File: src/rtl/fft_frame_ctrl.sv
// fft_frame_ctrl: runs one FFT transform on the core's three AXI-Stream channels.
//   On an accepted start it captures the scaling schedule and direction, issues a
//   single config beat, gates exactly NFFT input samples into the core (driving
//   tlast itself), watches the core's output frame and pulses done.
//
// Ports:
//   clk, resetn            clock, asynchronous active-low reset
//   start                  one-cycle run request, honoured only when idle
//   scale_sch, forward     transform settings, captured on accepted start
//   busy, done             status: not idle / one-cycle completion pulse
//   err_len                sticky output-frame length error, cleared by start
//   cfg_*                  config channel to the core, tdata = {scale, forward}
//   s_*                    sample source stream
//   fft_in_*               core data input
//   fft_out_*              core data output
//   m_*                    result stream (pure pass-through of fft_out_*)
module fft_frame_ctrl #(
  parameter int unsigned LOG2_NFFT = 8,
  parameter int unsigned DATA_W    = 32
) (
  input  logic              clk,
  input  logic              resetn,
  input  logic              start,
  input  logic [7:0]        scale_sch,
  input  logic              forward,
  output logic              busy,
  output logic              done,
  output logic              err_len,
  output logic              cfg_tvalid,
  input  logic              cfg_tready,
  output logic [8:0]        cfg_tdata,
  input  logic              s_tvalid,
  output logic              s_tready,
  input  logic [DATA_W-1:0] s_tdata,
  output logic              fft_in_tvalid,
  input  logic              fft_in_tready,
  output logic [DATA_W-1:0] fft_in_tdata,
  output logic              fft_in_tlast,
  input  logic              fft_out_tvalid,
  output logic              fft_out_tready,
  input  logic [DATA_W-1:0] fft_out_tdata,
  input  logic              fft_out_tlast,
  output logic              m_tvalid,
  input  logic              m_tready,
  output logic [DATA_W-1:0] m_tdata,
  output logic              m_tlast
);

  typedef enum logic [2:0] {
    StIdle,
    StConfig,
    StLoad,
    StDrain,
    StDone
  } state_e;

  // Last index of a frame (NFFT-1) is all ones at counter width.
  localparam logic [LOG2_NFFT-1:0] CntLast = '1;
  localparam logic [LOG2_NFFT-1:0] CntOne  = {{(LOG2_NFFT-1){1'b0}}, 1'b1};

  state_e               state_q, state_d;
  logic [7:0]           scale_q;
  logic                 fwd_q;
  logic [LOG2_NFFT-1:0] in_cnt_q, in_cnt_d;
  logic [LOG2_NFFT-1:0] out_cnt_q, out_cnt_d;
  logic                 err_len_q, err_len_d;
  logic                 seen_q, seen_d;
  logic                 out_last_idx;

  // Output path is a plain pass-through so the result frame may overlap LOAD.
  assign m_tvalid       = fft_out_tvalid;
  assign fft_out_tready = m_tready;
  assign m_tdata        = fft_out_tdata;
  assign m_tlast        = fft_out_tlast;

  assign fft_in_tdata = s_tdata;
  assign cfg_tdata    = {scale_q, fwd_q};
  assign err_len      = err_len_q;
  assign out_last_idx = (out_cnt_q == CntLast);

  always_comb begin
    state_d       = state_q;
    in_cnt_d      = in_cnt_q;
    out_cnt_d     = out_cnt_q;
    err_len_d     = err_len_q;
    seen_d        = seen_q;
    busy          = (state_q != StIdle);
    done          = 1'b0;
    cfg_tvalid    = 1'b0;
    s_tready      = 1'b0;
    fft_in_tvalid = 1'b0;
    fft_in_tlast  = 1'b0;

    unique case (state_q)
      StIdle: begin
        if (start) begin
          state_d   = StConfig;
          err_len_d = 1'b0;
          seen_d    = 1'b0;
          // Drop any stale count left by a frame that ended on an early tlast.
          out_cnt_d = '0;
        end
      end
      StConfig: begin
        cfg_tvalid = 1'b1;
        if (cfg_tready) begin
          in_cnt_d = '0;
          state_d  = StLoad;
        end
      end
      StLoad: begin
        fft_in_tvalid = s_tvalid;
        s_tready      = fft_in_tready;
        fft_in_tlast  = (in_cnt_q == CntLast);
        if (s_tvalid && fft_in_tready) begin
          in_cnt_d = in_cnt_q + CntOne;
          if (in_cnt_q == CntLast) state_d = StDrain;
        end
      end
      StDrain: begin
        if (seen_q) state_d = StDone;
      end
      StDone: begin
        done    = 1'b1;
        state_d = StIdle;
      end
      default: state_d = StIdle;
    endcase

    // A frame ends on either the count reaching NFFT-1 or an explicit tlast;
    // disagreement between the two is a length error.
    if (busy && fft_out_tvalid && m_tready) begin
      if (out_last_idx || fft_out_tlast) begin
        if (out_last_idx != fft_out_tlast) err_len_d = 1'b1;
        seen_d    = 1'b1;
        out_cnt_d = '0;
      end else begin
        out_cnt_d = out_cnt_q + CntOne;
      end
    end
  end

  always_ff @(posedge clk or negedge resetn) begin
    if (!resetn) begin
      state_q   <= StIdle;
      scale_q   <= 8'h00;
      fwd_q     <= 1'b0;
      in_cnt_q  <= '0;
      out_cnt_q <= '0;
      err_len_q <= 1'b0;
      seen_q    <= 1'b0;
    end else begin
      state_q   <= state_d;
      in_cnt_q  <= in_cnt_d;
      out_cnt_q <= out_cnt_d;
      err_len_q <= err_len_d;
      seen_q    <= seen_d;
      if (state_q == StIdle && start) begin
        scale_q <= scale_sch;
        fwd_q   <= forward;
      end
    end
  end

endmodule

File: config.mk
export PLATFORM = sky130hd
export DESIGN_NAME = fft_frame_ctrl
export DESIGN_NICKNAME = d
export VERILOG_FILES = /design/src/rtl/fft_frame_ctrl.sv
export SDC_FILE = /design/constraint.sdc
export NUM_CORES = 1
export LEC_CHECK = 0
export CAP_MARGIN = 20
export CORE_MARGIN = 3
export CORE_UTILIZATION = 37
export DETAILED_ROUTE_END_ITERATION = 6
export PLACE_DENSITY = 0.95
export SYNTH_ARGS = -nofsm -noshare
export SYNTH_HDL_FRONTEND = slang
export SYNTH_SLANG_ARGS = --single-unit
File: constraint.sdc
create_clock -name clk -period 5.2 [get_ports clk]
set_input_delay 1.3 -clock clk [delete_from_list [all_inputs] [get_ports clk]]
set_output_delay 1.3 -clock clk [all_outputs]
set_load 0.05 [all_outputs]
==> flow_summary.toml <==
[outcome]
status = "complete, no violations"

[clocking]
clk_path_buf_depth = 2
cts_buffers = 5
clk_latency_ns = 0.28
root_buffer = "clkbuf_8"
clock-sinks = 30
cts-resized-gates = 0
cts_tree = "built"
cts_hold_buf = 0
cts_setup_buffers = 0
clkTransAtPathRegs_ns = 0.06
h-tree-depth = 2

[timing]
maxSlewViolCount = 0
layout_setup_ws_ns = 1.12
skew_ns = 0.00737
hold_viol = 0
setup_tns_ns = 0
rsz0062_at_grt = "no"
worst_pin_slew_ns = 0.527
clock.fmax_mhz = 245
hold_ws_ns = 0.503
slew_headroom = 0.648
period_share = 0.784
period_minus_slack_ns = 4.08
setup_viol_count_final = 0

[setup_path]
startpoint = "fft_in_tready"
cp_num_buf_inv = 2
crit_chain = "clkdlybuf4s50_1 -> and3_1 -> clkdlybuf4s50_1"
crit_path_top_delay_cell = "clkdlybuf4s50_1"
crit_required_ns = 3.90
r2r_cells = 8
cp-end-kind = "primary output"
cp_num_cells = 3
r2r_end = "out_cnt_q[7]"
crit_fanout = 4
setup.worst_path.end = "s_tready"
crit_top_cell = "clkdlybuf4s50_1"
r2r_start = "out_cnt_q[0]"
rrSetupSlack_ns = 2.90
crit_arrival_ns = 2.78
cp-start-kind = "primary input"
critical-path-top-delay-family = "buffers and inverters"
critPathMaxStageDelay_ns = 0.80
path_class = "in -> out"

[final_layout]
n_fill_cell = 548
layout_common_cells = "36 x clkdlybuf4s50_1, 30 x dfrtp_1, 15 x nand2_1, 14 x nand3_1"
diodes = 0
instances_no_fill = 269
drive_above_1_share = 0.0964
design_area_mm2 = 0.00215
finalNetCount = 282
final_common_cell = "clkdlybuf4s50_1"
area_delta_synth_final_pct = -1.43

[placed_design]
gp_congestion = 0.823
io_buffers = 36
place_hpwl_mm = 3.03
place_inst = 262
placed_area_mm2 = 0.00207
place_ws_ns = 1.12

[job]
maxCapViolCount = 0

[global_routing]
grt_pass1_vias = 1421
grt_overflow = 0
grt_pass1_wl_mm = 6.62
grt_usage = 0.125
grt_max_degree = 24
antenna_found_initial = 0

[logic_synthesis]
ys.flop_type = "dfrtp_1"
synth_compound_area_frac = 0.0809
yosys-top-cells-area = "dfrtp_1 34%, buf_4 24%, mux2_4 6.2%"
synthAdderAreaFrac = 0.0172
synth_mux_area_frac = 0.0987
ys_async_sr_fraction = 1.00
synth-seq-cells = 30
synth_nets = 315
syn_avg_cell_area_um2 = 9.48
ys_seq_area_frac = 0.344
synth_edf_count = 0
postSynthCellCount = 230
syn_area_mm2 = 0.00218
synthXorXnorAreaFrac = 0
synth_top_family_by_area = "buffers and inverters"
synthSimpleGateAreaFrac = 0.181
synth_top_cell_area_share = 0.344
yosysTopAreaCell = "dfrtp_1"
synth_cell_types = 38
yosysWarnings = 0

[floorplanning]
ios = 165
rows = 27
initial_utilization = 0.389
core_area_mm2 = 0.00561
die_w_um = 82.8
die_area_mm2 = 0.00685
die_h_um = 82.8

[routing]
first_pass_iters = 4
vias = 1475
drcViolationCount = 0
ant_nets = 0
drt_iter0_markers = 234
finalWirelength_mm = 4.26
wl_per_cell_um = 15.8
viasPerCell = 5.48

[pwr]
power_frac_seq = 0.487
p_sw_frac = 0.317
ir_drop_uv = 155
p_per_area_mw_per_mm2 = 284
p_clk_frac = 0.282
switchingPower_mw = 0.194
p_leak_nw = 0.927
pwr-share-comb = 0.231
p_int_mw = 0.417

[worst_hold_path]
hp-class = "reg -> reg"
[kinds of logic after synthesis]
kind of cell	count (synthesis)
buffers and inverters	86
and+or+nand+nor	71
DFF	30
AOI/OAI and AO/OA	23
muxes	17
adders and majority gates	3
[how the worst min path moves through the flow]
stage / cells after the start / from / to
final: 1 / in_cnt_q[4] / in_cnt_q[4]
after global routing: 1 / in_cnt_q[6] / in_cnt_q[6]
after CTS: 1 / seen_q / seen_q
after detailed placement: 1 / err_len / err_len
after global placement: 1 / in_cnt_q[4] / in_cnt_q[4]
after floorplan: 1 / in_cnt_q[4] / in_cnt_q[4]
[synthesized netlist by cell type (4+ instances only)]
| library cell | count |
|---|---|
| mux2i_1 | 8 |
| nand4_1 | 9 |
| inv_1 | 8 |
| mux2_4 | 9 |
| and3_1 | 4 |
| nand2b_1 | 7 |
| clkbuf_1 | 5 |
| buf_4 | 69 |
| nand3_1 | 14 |
| o22ai_1 | 4 |
| nor2_1 | 7 |
| nand2_1 | 15 |
| dfrtp_1 | 30 |
[metrics by stage]
step / util / power, mW
2_1_floorplan: - / 0.520
3_3_place_gp: 0.369 / 0.430
3_5_place_dp: 0.369 / 0.442
4_1_cts: 0.383 / 0.615
5_1_grt: 0.383 / 0.645
6_report: 0.383 / 0.611
[cell type report]
cell class / count / area (µm²) / area share
Clock buffer: 5 / 68.8 / 0.0320
Tap cell: 72 / 90.1 / 0.0419
Timing Repair Buffer: 38 / 375 / 0.175
Multi-Input combinational cell: 114 / 825 / 0.384
Sequential cell: 30 / 751 / 0.349
Inverter: 8 / 30.0 / 0.0140
Clock inverter: 2 / 10.0 / 0.00466
[sequential cells by signal, indices dropped and copies added, names as in the netlist]
name,cells
seen_q,1
out_cnt_q,8
in_cnt_q,8
state_q,3
fwd_q,1
err_len,1
scale_q,8
[per-layer routing]
metal  track usage  wire, µm  part of all wire  up-vias
li1              -         -                 -      674
met3        0.0518       490              0.12       20
met1         0.138      1670              0.39      696
met5             0         0                 0        -
met2         0.204      2020              0.47       85
met4        0.0654        83             0.019        0
[power groups by stage]
stage / logic [mW] / registers [mW] / clock network, mW
after CTS: 0.143 / 0.296 / 0.176
after global placement: 0.134 / 0.296 / 0
final: 0.141 / 0.297 / 0.172
after floorplan: 0.217 / 0.303 / 0
after global routing: 0.159 / 0.301 / 0.185
after detailed placement: 0.143 / 0.299 / 0
[worst register-to-register path: stages (launching register included)]
cell and delay [ns]:
dfrtp_1 0.42, ha_1 0.26, nand3_1 0.18, nor2_1 0.08, nand2_1 0.07, ha_1 0.35, inv_1 0.11, or4_1 0.55
o211ai_1 0.20
(Power assumes the default switching activity.)
